**src/rtl/axi_lite_cmd_master.sv**
```systemverilog
// Single-outstanding AXI4-Lite master: one command in, one AXI transaction out,
// one response back, with a cycle-count watchdog so a hung slave still completes.
// state | meaning
// IDLE  | ready to accept a command
// WRITE | AW and W in flight, each retired independently
// WRESP | waiting for the B handshake
// READ  | AR in flight
// RDATA | waiting for the R handshake
// RESP  | response held until the requester takes it
module axi_lite_cmd_master #(
    parameter int ADDR_WIDTH     = 32,
    parameter int DATA_WIDTH     = 32,
    parameter int STROBE_WIDTH   = DATA_WIDTH / 8,
    parameter int TIMEOUT_CYCLES = 256,
    parameter int TIMEOUT_WIDTH  = 16
) (
    input  logic                    clk,
    input  logic                    rst,
    input  logic                    i_cmd_valid,
    output logic                    o_cmd_ready,
    input  logic                    i_cmd_write,
    input  logic [ADDR_WIDTH-1:0]   i_cmd_addr,
    input  logic [DATA_WIDTH-1:0]   i_cmd_data,
    input  logic [STROBE_WIDTH-1:0] i_cmd_strb,
    output logic                    o_rsp_valid,
    input  logic                    i_rsp_ready,
    output logic                    o_rsp_write,
    output logic [1:0]              o_rsp_resp,
    output logic                    o_rsp_timeout,
    output logic [DATA_WIDTH-1:0]   o_rsp_data,
    output logic                    o_awvalid,
    input  logic                    i_awready,
    output logic [ADDR_WIDTH-1:0]   o_awaddr,
    output logic                    o_wvalid,
    input  logic                    i_wready,
    output logic [STROBE_WIDTH-1:0] o_wstrb,
    output logic [DATA_WIDTH-1:0]   o_wdata,
    input  logic                    i_bvalid,
    output logic                    o_bready,
    input  logic [1:0]              i_bresp,
    output logic                    o_arvalid,
    input  logic                    i_arready,
    output logic [ADDR_WIDTH-1:0]   o_araddr,
    input  logic                    i_rvalid,
    output logic                    o_rready,
    input  logic [1:0]              i_rresp,
    input  logic [DATA_WIDTH-1:0]   i_rdata
);

    typedef enum logic [2:0] {
        IDLE  = 3'd0,
        WRITE = 3'd1,
        WRESP = 3'd2,
        READ  = 3'd3,
        RDATA = 3'd4,
        RESP  = 3'd5
    } state_t;

    localparam bit TMO_EN = (TIMEOUT_CYCLES != 0);
    // Counter holds the number of busy cycles already elapsed, so the limit
    // is hit during the TIMEOUT_CYCLES-th busy cycle.
    localparam logic [TIMEOUT_WIDTH-1:0] TMO_LAST =
        TMO_EN ? TIMEOUT_WIDTH'(TIMEOUT_CYCLES - 1) : '0;

    state_t                   state, state_nxt;
    logic [TIMEOUT_WIDTH-1:0] tmo_cnt, tmo_cnt_nxt;
    logic                     tmo_hit, busy, do_timeout;

    logic                    cmd_ready_nxt, rsp_valid_nxt, rsp_write_nxt, rsp_timeout_nxt;
    logic [1:0]              rsp_resp_nxt;
    logic [DATA_WIDTH-1:0]   rsp_data_nxt, wdata_nxt;
    logic                    awvalid_nxt, wvalid_nxt, bready_nxt, arvalid_nxt, rready_nxt;
    logic [ADDR_WIDTH-1:0]   awaddr_nxt, araddr_nxt;
    logic [STROBE_WIDTH-1:0] wstrb_nxt;

    assign busy    = (state == WRITE) || (state == WRESP) || (state == READ) || (state == RDATA);
    assign tmo_hit = TMO_EN && (tmo_cnt >= TMO_LAST);

    always_comb begin
        state_nxt       = state;
        tmo_cnt_nxt     = tmo_cnt;
        do_timeout      = 1'b0;
        cmd_ready_nxt   = o_cmd_ready;
        rsp_valid_nxt   = o_rsp_valid;
        rsp_write_nxt   = o_rsp_write;
        rsp_resp_nxt    = o_rsp_resp;
        rsp_timeout_nxt = o_rsp_timeout;
        rsp_data_nxt    = o_rsp_data;
        awvalid_nxt     = o_awvalid;
        awaddr_nxt      = o_awaddr;
        wvalid_nxt      = o_wvalid;
        wstrb_nxt       = o_wstrb;
        wdata_nxt       = o_wdata;
        bready_nxt      = o_bready;
        arvalid_nxt     = o_arvalid;
        araddr_nxt      = o_araddr;
        rready_nxt      = o_rready;

        if (busy && (tmo_cnt != '1)) begin
            tmo_cnt_nxt = tmo_cnt + TIMEOUT_WIDTH'(1);
        end

        case (state)
            IDLE: begin
                cmd_ready_nxt = 1'b1;
                if (i_cmd_valid && o_cmd_ready) begin
                    cmd_ready_nxt = 1'b0;
                    tmo_cnt_nxt   = '0;
                    rsp_write_nxt = i_cmd_write;
                    if (i_cmd_write) begin
                        awaddr_nxt  = i_cmd_addr;
                        wdata_nxt   = i_cmd_data;
                        wstrb_nxt   = i_cmd_strb;
                        awvalid_nxt = 1'b1;
                        wvalid_nxt  = 1'b1;
                        state_nxt   = WRITE;
                    end else begin
                        araddr_nxt  = i_cmd_addr;
                        arvalid_nxt = 1'b1;
                        state_nxt   = READ;
                    end
                end
            end
            WRITE: begin
                awvalid_nxt = o_awvalid && !i_awready;
                wvalid_nxt  = o_wvalid && !i_wready;
                if (!awvalid_nxt && !wvalid_nxt) begin
                    bready_nxt = 1'b1;
                    state_nxt  = WRESP;
                end else if (tmo_hit) begin
                    do_timeout = 1'b1;
                end
            end
            WRESP: begin
                if (i_bvalid && o_bready) begin
                    bready_nxt      = 1'b0;
                    rsp_valid_nxt   = 1'b1;
                    rsp_resp_nxt    = i_bresp;
                    rsp_timeout_nxt = 1'b0;
                    rsp_data_nxt    = '0;
                    state_nxt       = RESP;
                end else if (tmo_hit) begin
                    do_timeout = 1'b1;
                end
            end
            READ: begin
                if (i_arready && o_arvalid) begin
                    arvalid_nxt = 1'b0;
                    rready_nxt  = 1'b1;
                    state_nxt   = RDATA;
                end else if (tmo_hit) begin
                    do_timeout = 1'b1;
                end
            end
            RDATA: begin
                if (i_rvalid && o_rready) begin
                    rready_nxt      = 1'b0;
                    rsp_valid_nxt   = 1'b1;
                    rsp_resp_nxt    = i_rresp;
                    rsp_timeout_nxt = 1'b0;
                    rsp_data_nxt    = i_rdata;
                    state_nxt       = RESP;
                end else if (tmo_hit) begin
                    do_timeout = 1'b1;
                end
            end
            RESP: begin
                if (i_rsp_ready) begin
                    rsp_valid_nxt = 1'b0;
                    cmd_ready_nxt = 1'b1;
                    state_nxt     = IDLE;
                end
            end
            default: begin
                state_nxt = IDLE;
            end
        endcase

        if (do_timeout) begin
            awvalid_nxt     = 1'b0;
            wvalid_nxt      = 1'b0;
            bready_nxt      = 1'b0;
            arvalid_nxt     = 1'b0;
            rready_nxt      = 1'b0;
            rsp_valid_nxt   = 1'b1;
            rsp_timeout_nxt = 1'b1;
            rsp_resp_nxt    = 2'b11;
            rsp_data_nxt    = '0;
            state_nxt       = RESP;
        end
    end

    always_ff @(posedge clk) begin
        if (!rst) begin
            state         <= IDLE;
            tmo_cnt       <= '0;
            o_cmd_ready   <= 1'b0;
            o_rsp_valid   <= 1'b0;
            o_rsp_write   <= 1'b0;
            o_rsp_resp    <= 2'b00;
            o_rsp_timeout <= 1'b0;
            o_rsp_data    <= '0;
            o_awvalid     <= 1'b0;
            o_awaddr      <= '0;
            o_wvalid      <= 1'b0;
            o_wstrb       <= '0;
            o_wdata       <= '0;
            o_bready      <= 1'b0;
            o_arvalid     <= 1'b0;
            o_araddr      <= '0;
            o_rready      <= 1'b0;
        end else begin
            state         <= state_nxt;
            tmo_cnt       <= tmo_cnt_nxt;
            o_cmd_ready   <= cmd_ready_nxt;
            o_rsp_valid   <= rsp_valid_nxt;
            o_rsp_write   <= rsp_write_nxt;
            o_rsp_resp    <= rsp_resp_nxt;
            o_rsp_timeout <= rsp_timeout_nxt;
            o_rsp_data    <= rsp_data_nxt;
            o_awvalid     <= awvalid_nxt;
            o_awaddr      <= awaddr_nxt;
            o_wvalid      <= wvalid_nxt;
            o_wstrb       <= wstrb_nxt;
            o_wdata       <= wdata_nxt;
            o_bready      <= bready_nxt;
            o_arvalid     <= arvalid_nxt;
            o_araddr      <= araddr_nxt;
            o_rready      <= rready_nxt;
        end
    end

endmodule

```
**config.mk**
```make
export PLATFORM = sky130hd
export DESIGN_NAME = axi_lite_cmd_master
export DESIGN_NICKNAME = d
export VERILOG_FILES = /design/src/rtl/axi_lite_cmd_master.sv
export SDC_FILE = /design/constraint.sdc
export NUM_CORES = 1
export LEC_CHECK = 0
export BUFFER_PORTS_ARGS = -buffer_cell sky130_fd_sc_hd__buf_4
export CAP_MARGIN = 30
export CORE_ASPECT_RATIO = 0.8
export CORE_UTILIZATION = 40
export CTS_CLUSTER_DIAMETER = 30
export DETAILED_ROUTE_END_ITERATION = 16
export PLACE_DENSITY = 0.69
export SYNTH_ARGS = -nofsm -noshare
export SYNTH_HDL_FRONTEND = slang
export SYNTH_SLANG_ARGS = --single-unit
export TNS_END_PERCENT = 20
```
**constraint.sdc**
```tcl
create_clock -name clk -period 2.46 [get_ports clk]
set_input_delay 0.492 -clock clk [delete_from_list [all_inputs] [get_ports clk]]
set_output_delay 0.492 -clock clk [all_outputs]
set_load 0.03 [all_outputs]
```
==> impl_metrics.yaml <==
worst_setup_path:
  rr_worst_depth: 8
  crit_type: "reg2reg"
  cp-start-kind: "register"
  cpMaxStageDelayCell: "nor3_1"
  cpPeakStageDelay_ns: 0.46
  cp.required_ns: 2.76
  rr_startpoint: "tmo_cnt[0]"
  reg2reg_slack_ns: 0.29
  r2r-end: "o_rsp_data[14]"
  path_cells: "ha_1 -> nand3_1 -> nor3_1 -> o21bai_1 -> nand2b_2 -> nand2_1 -> buf_12 -> a21oi_1"
  path_buf_inv: 1
  crit_fanout: 38
  arrival_ns: 2.48
  crit_family: "simple AND/OR/NAND/NOR gates"
  end_kind: "register"
route:
  wl_met1_microns: 8100
  dr_wl_met3_microns: 1230
  antenna_left: 0
  routed_wl_microns: 17700
  vias_per_cell: 4.98
  via_count: 5981
  drcViolationCount: 0
  detailedRoute.firstPassIterationCount: 5
  met2_length_microns: 8150
  highest_layer: "met4"
  wl_per_cell_microns: 14.7
  first_iter_violations: 381
worst_hold_path:
  hp-start: "i_cmd_data[28]"
  hold-path-endpoint: "o_wdata[28]"
  holdPathStages: 3
  hold_class: "in2reg"
place:
  hpwl_microns: 12100
  dp_slack_ns: 0.378
  place_congestion: 0.806
  numPortBuffers: 256
clocking:
  clockBufferDepth: 2
  ctsRootBufferMaster: "clkbuf_16"
  clock_latency_ns: 0.42
  cts_max_level: 4
  post_cts_buffers: 0
  cts_tree: "built"
  cts_hold_buf: 0
  cts_inserted_buffers: 17
  path_clk_slew_ns: 0.07
  cts_sinks: 162
  cts_resized: 0
synthesis:
  synth.top_cell.area_share: 0.532
  synthCells: 770
  synth_area_per_cell_sq_um: 7.92
  yosysSeqAreaShare: 0.532
  ys_ff_latch: 162
  synth_edf_count: 0
  synth-warning-count: 0
  netlist_area_sq_mm: 0.00610
  ys.flop_type: "dfxtp_1"
  ys_types: 44
  synth_nets: 885
  ys_top_cells_by_area: "dfxtp_1 53%, nand2_1 16%, a21oi_1 12%"
  async_reset_ff_frac: 0
  synth_top_area_cell: "dfxtp_1"
floorplan:
  rows: 39
  start_util: 0.418
  chipHeight_microns: 112
  dieArea_sq_mm: 0.0157
  core_sq_mm: 0.0146
  io_pins: 257
  die_w_microns: 140
power_and_ir_drop:
  power.leakage_nw: 3.58
  p_per_area_mw_per_mm2: 866
  ir_worst_vdd_v: 0.000555
  finalPower_mw: 7.60
sta:
  max_slew_margin: 0.546
  fin_tns_setup_ns: 0
  final-max-slew-violation-count: 0
  timing.final.crit_share: 0.884
  hold_viol: 0
  rsz0062_at_grt: "false"
  max_freq_ghz: 0.460
  layout_min_cycle_time_ns: 2.17
  setup_viol: 0
  tightest_slew_ns: 0.680
  finClkSkew_ns: 0.00913
  setup_ws_ns: 0.286
cells_and_area:
  layout_commonest_cell: "buf_4"
  final_nets: 1120
  drive_above_1_share: 0.306
  layout_common_cells: "264 x buf_4, 253 x nand2_1, 162 x dfxtp_1"
  antenna_cells: 0
  syn_to_final_growth_pct: 44.0
run:
  drv_cap: 0
grt:
  antenna_found_initial: 0
  grt_max_degree: 60
  grt_usage: 0.226
  overflow: 0
  grt_pass1_wl_microns: 28100
  grt_pass1_vias: 5600
outcome:
  status: "complete, no violations"
[registers in the layout, summed over array words and instances, names as in the netlist, 2 cells and up]
signal	count
o_araddr	32
o_awaddr	32
o_rsp_data	32
o_rsp_resp	2
o_wdata	32
o_wstrb	4
state	3
tmo_cnt	16
[area by class of cell]
class                           count  area (sq um)
Multi-Input combinational cell    548          2610
Sequential cell                   162          3240
Inverter                            7          27.5
Clock buffer                       18           429
Clock inverter                     14           155
Timing Repair Buffer              269          2080
Fill cell                        1353          5810
Tap cell                          184           230
[stage by stage]
stage / hold slack, ns / util / instances / cell area (sq um)
2_1_floorplan: 0.467 / - / 770 / 6100
3_3_place_gp: 0.439 / 0.562 / 1170 / 8200
3_5_place_dp: 0.444 / 0.562 / 1170 / 8200
4_1_cts: 0.299 / 0.602 / 1202 / 8780
5_1_grt: 0.306 / 0.602 / 1202 / 8780
6_report: 0.310 / 0.602 / 1202 / 8780
[logic make-up (layout without fill, tap and decap cells)]
logic type	count (synthesis)	count (layout)	synth area share
adder cells (fa/ha/maj)	1	1	0.00205
multiplexers	4	4	0.00657
buffers and inverters	60	308	0.0423
XOR/XNOR	10	10	0.0144
AND/OR/NAND/NOR	358	358	0.247
AO/OA/AOI/OAI	175	175	0.156
flip-flops	162	162	0.532
[routing by layer]
layer | vias up | GRT usage
met5 | - | 0
met4 | 0 | 0.0674
met1 | 2722 | 0.295
met3 | 17 | 0.0619
met2 | 218 | 0.364
li1 | 3024 | -
[power by group]
group	internal (mW)	switching [mW]	leakage [nW]
registers	2.84	0.204	1.31
logic	0.700	1.24	2.00
clock network	1.51	1.11	0.275
total	5.04	2.56	3.58
[worst min-delay path, cell delays in order]
cell and delay (ns):
buf_4 0.11, nand2_1 0.04, a21oi_1 0.05
[worst max path at each step]
stage                      startpoint             end  slack (ns)  cells past startpoint
after floorplan           o_cmd_ready    o_awaddr[11]        0.57                      7
after global placement       state[1]     o_rsp_valid        0.38                      5
after detailed placement     state[1]     o_rsp_valid        0.38                      5
after CTS                  tmo_cnt[0]  o_rsp_data[14]        0.30                      8
after global routing       tmo_cnt[0]  o_rsp_data[14]        0.12                      8
final                      tmo_cnt[0]  o_rsp_data[14]        0.29                      8
[synthesized netlist by cell type (all sizes together) (4+ instances only)]
| cell type | instances |
|---|---|
| nor2 | 26 |
| mux2i | 4 |
| and3 | 4 |
| xor2 | 7 |
| dfxtp | 162 |
| nor3 | 6 |
| inv | 7 |
| buf | 16 |
| nand2b | 6 |
| a21oi | 148 |
| nand4 | 4 |
| nand3 | 42 |
| or3 | 8 |
| nand2 | 254 |
| o21ai | 11 |
| clkbuf | 37 |
No activity file was read; power rests on OpenSTA's default activity.
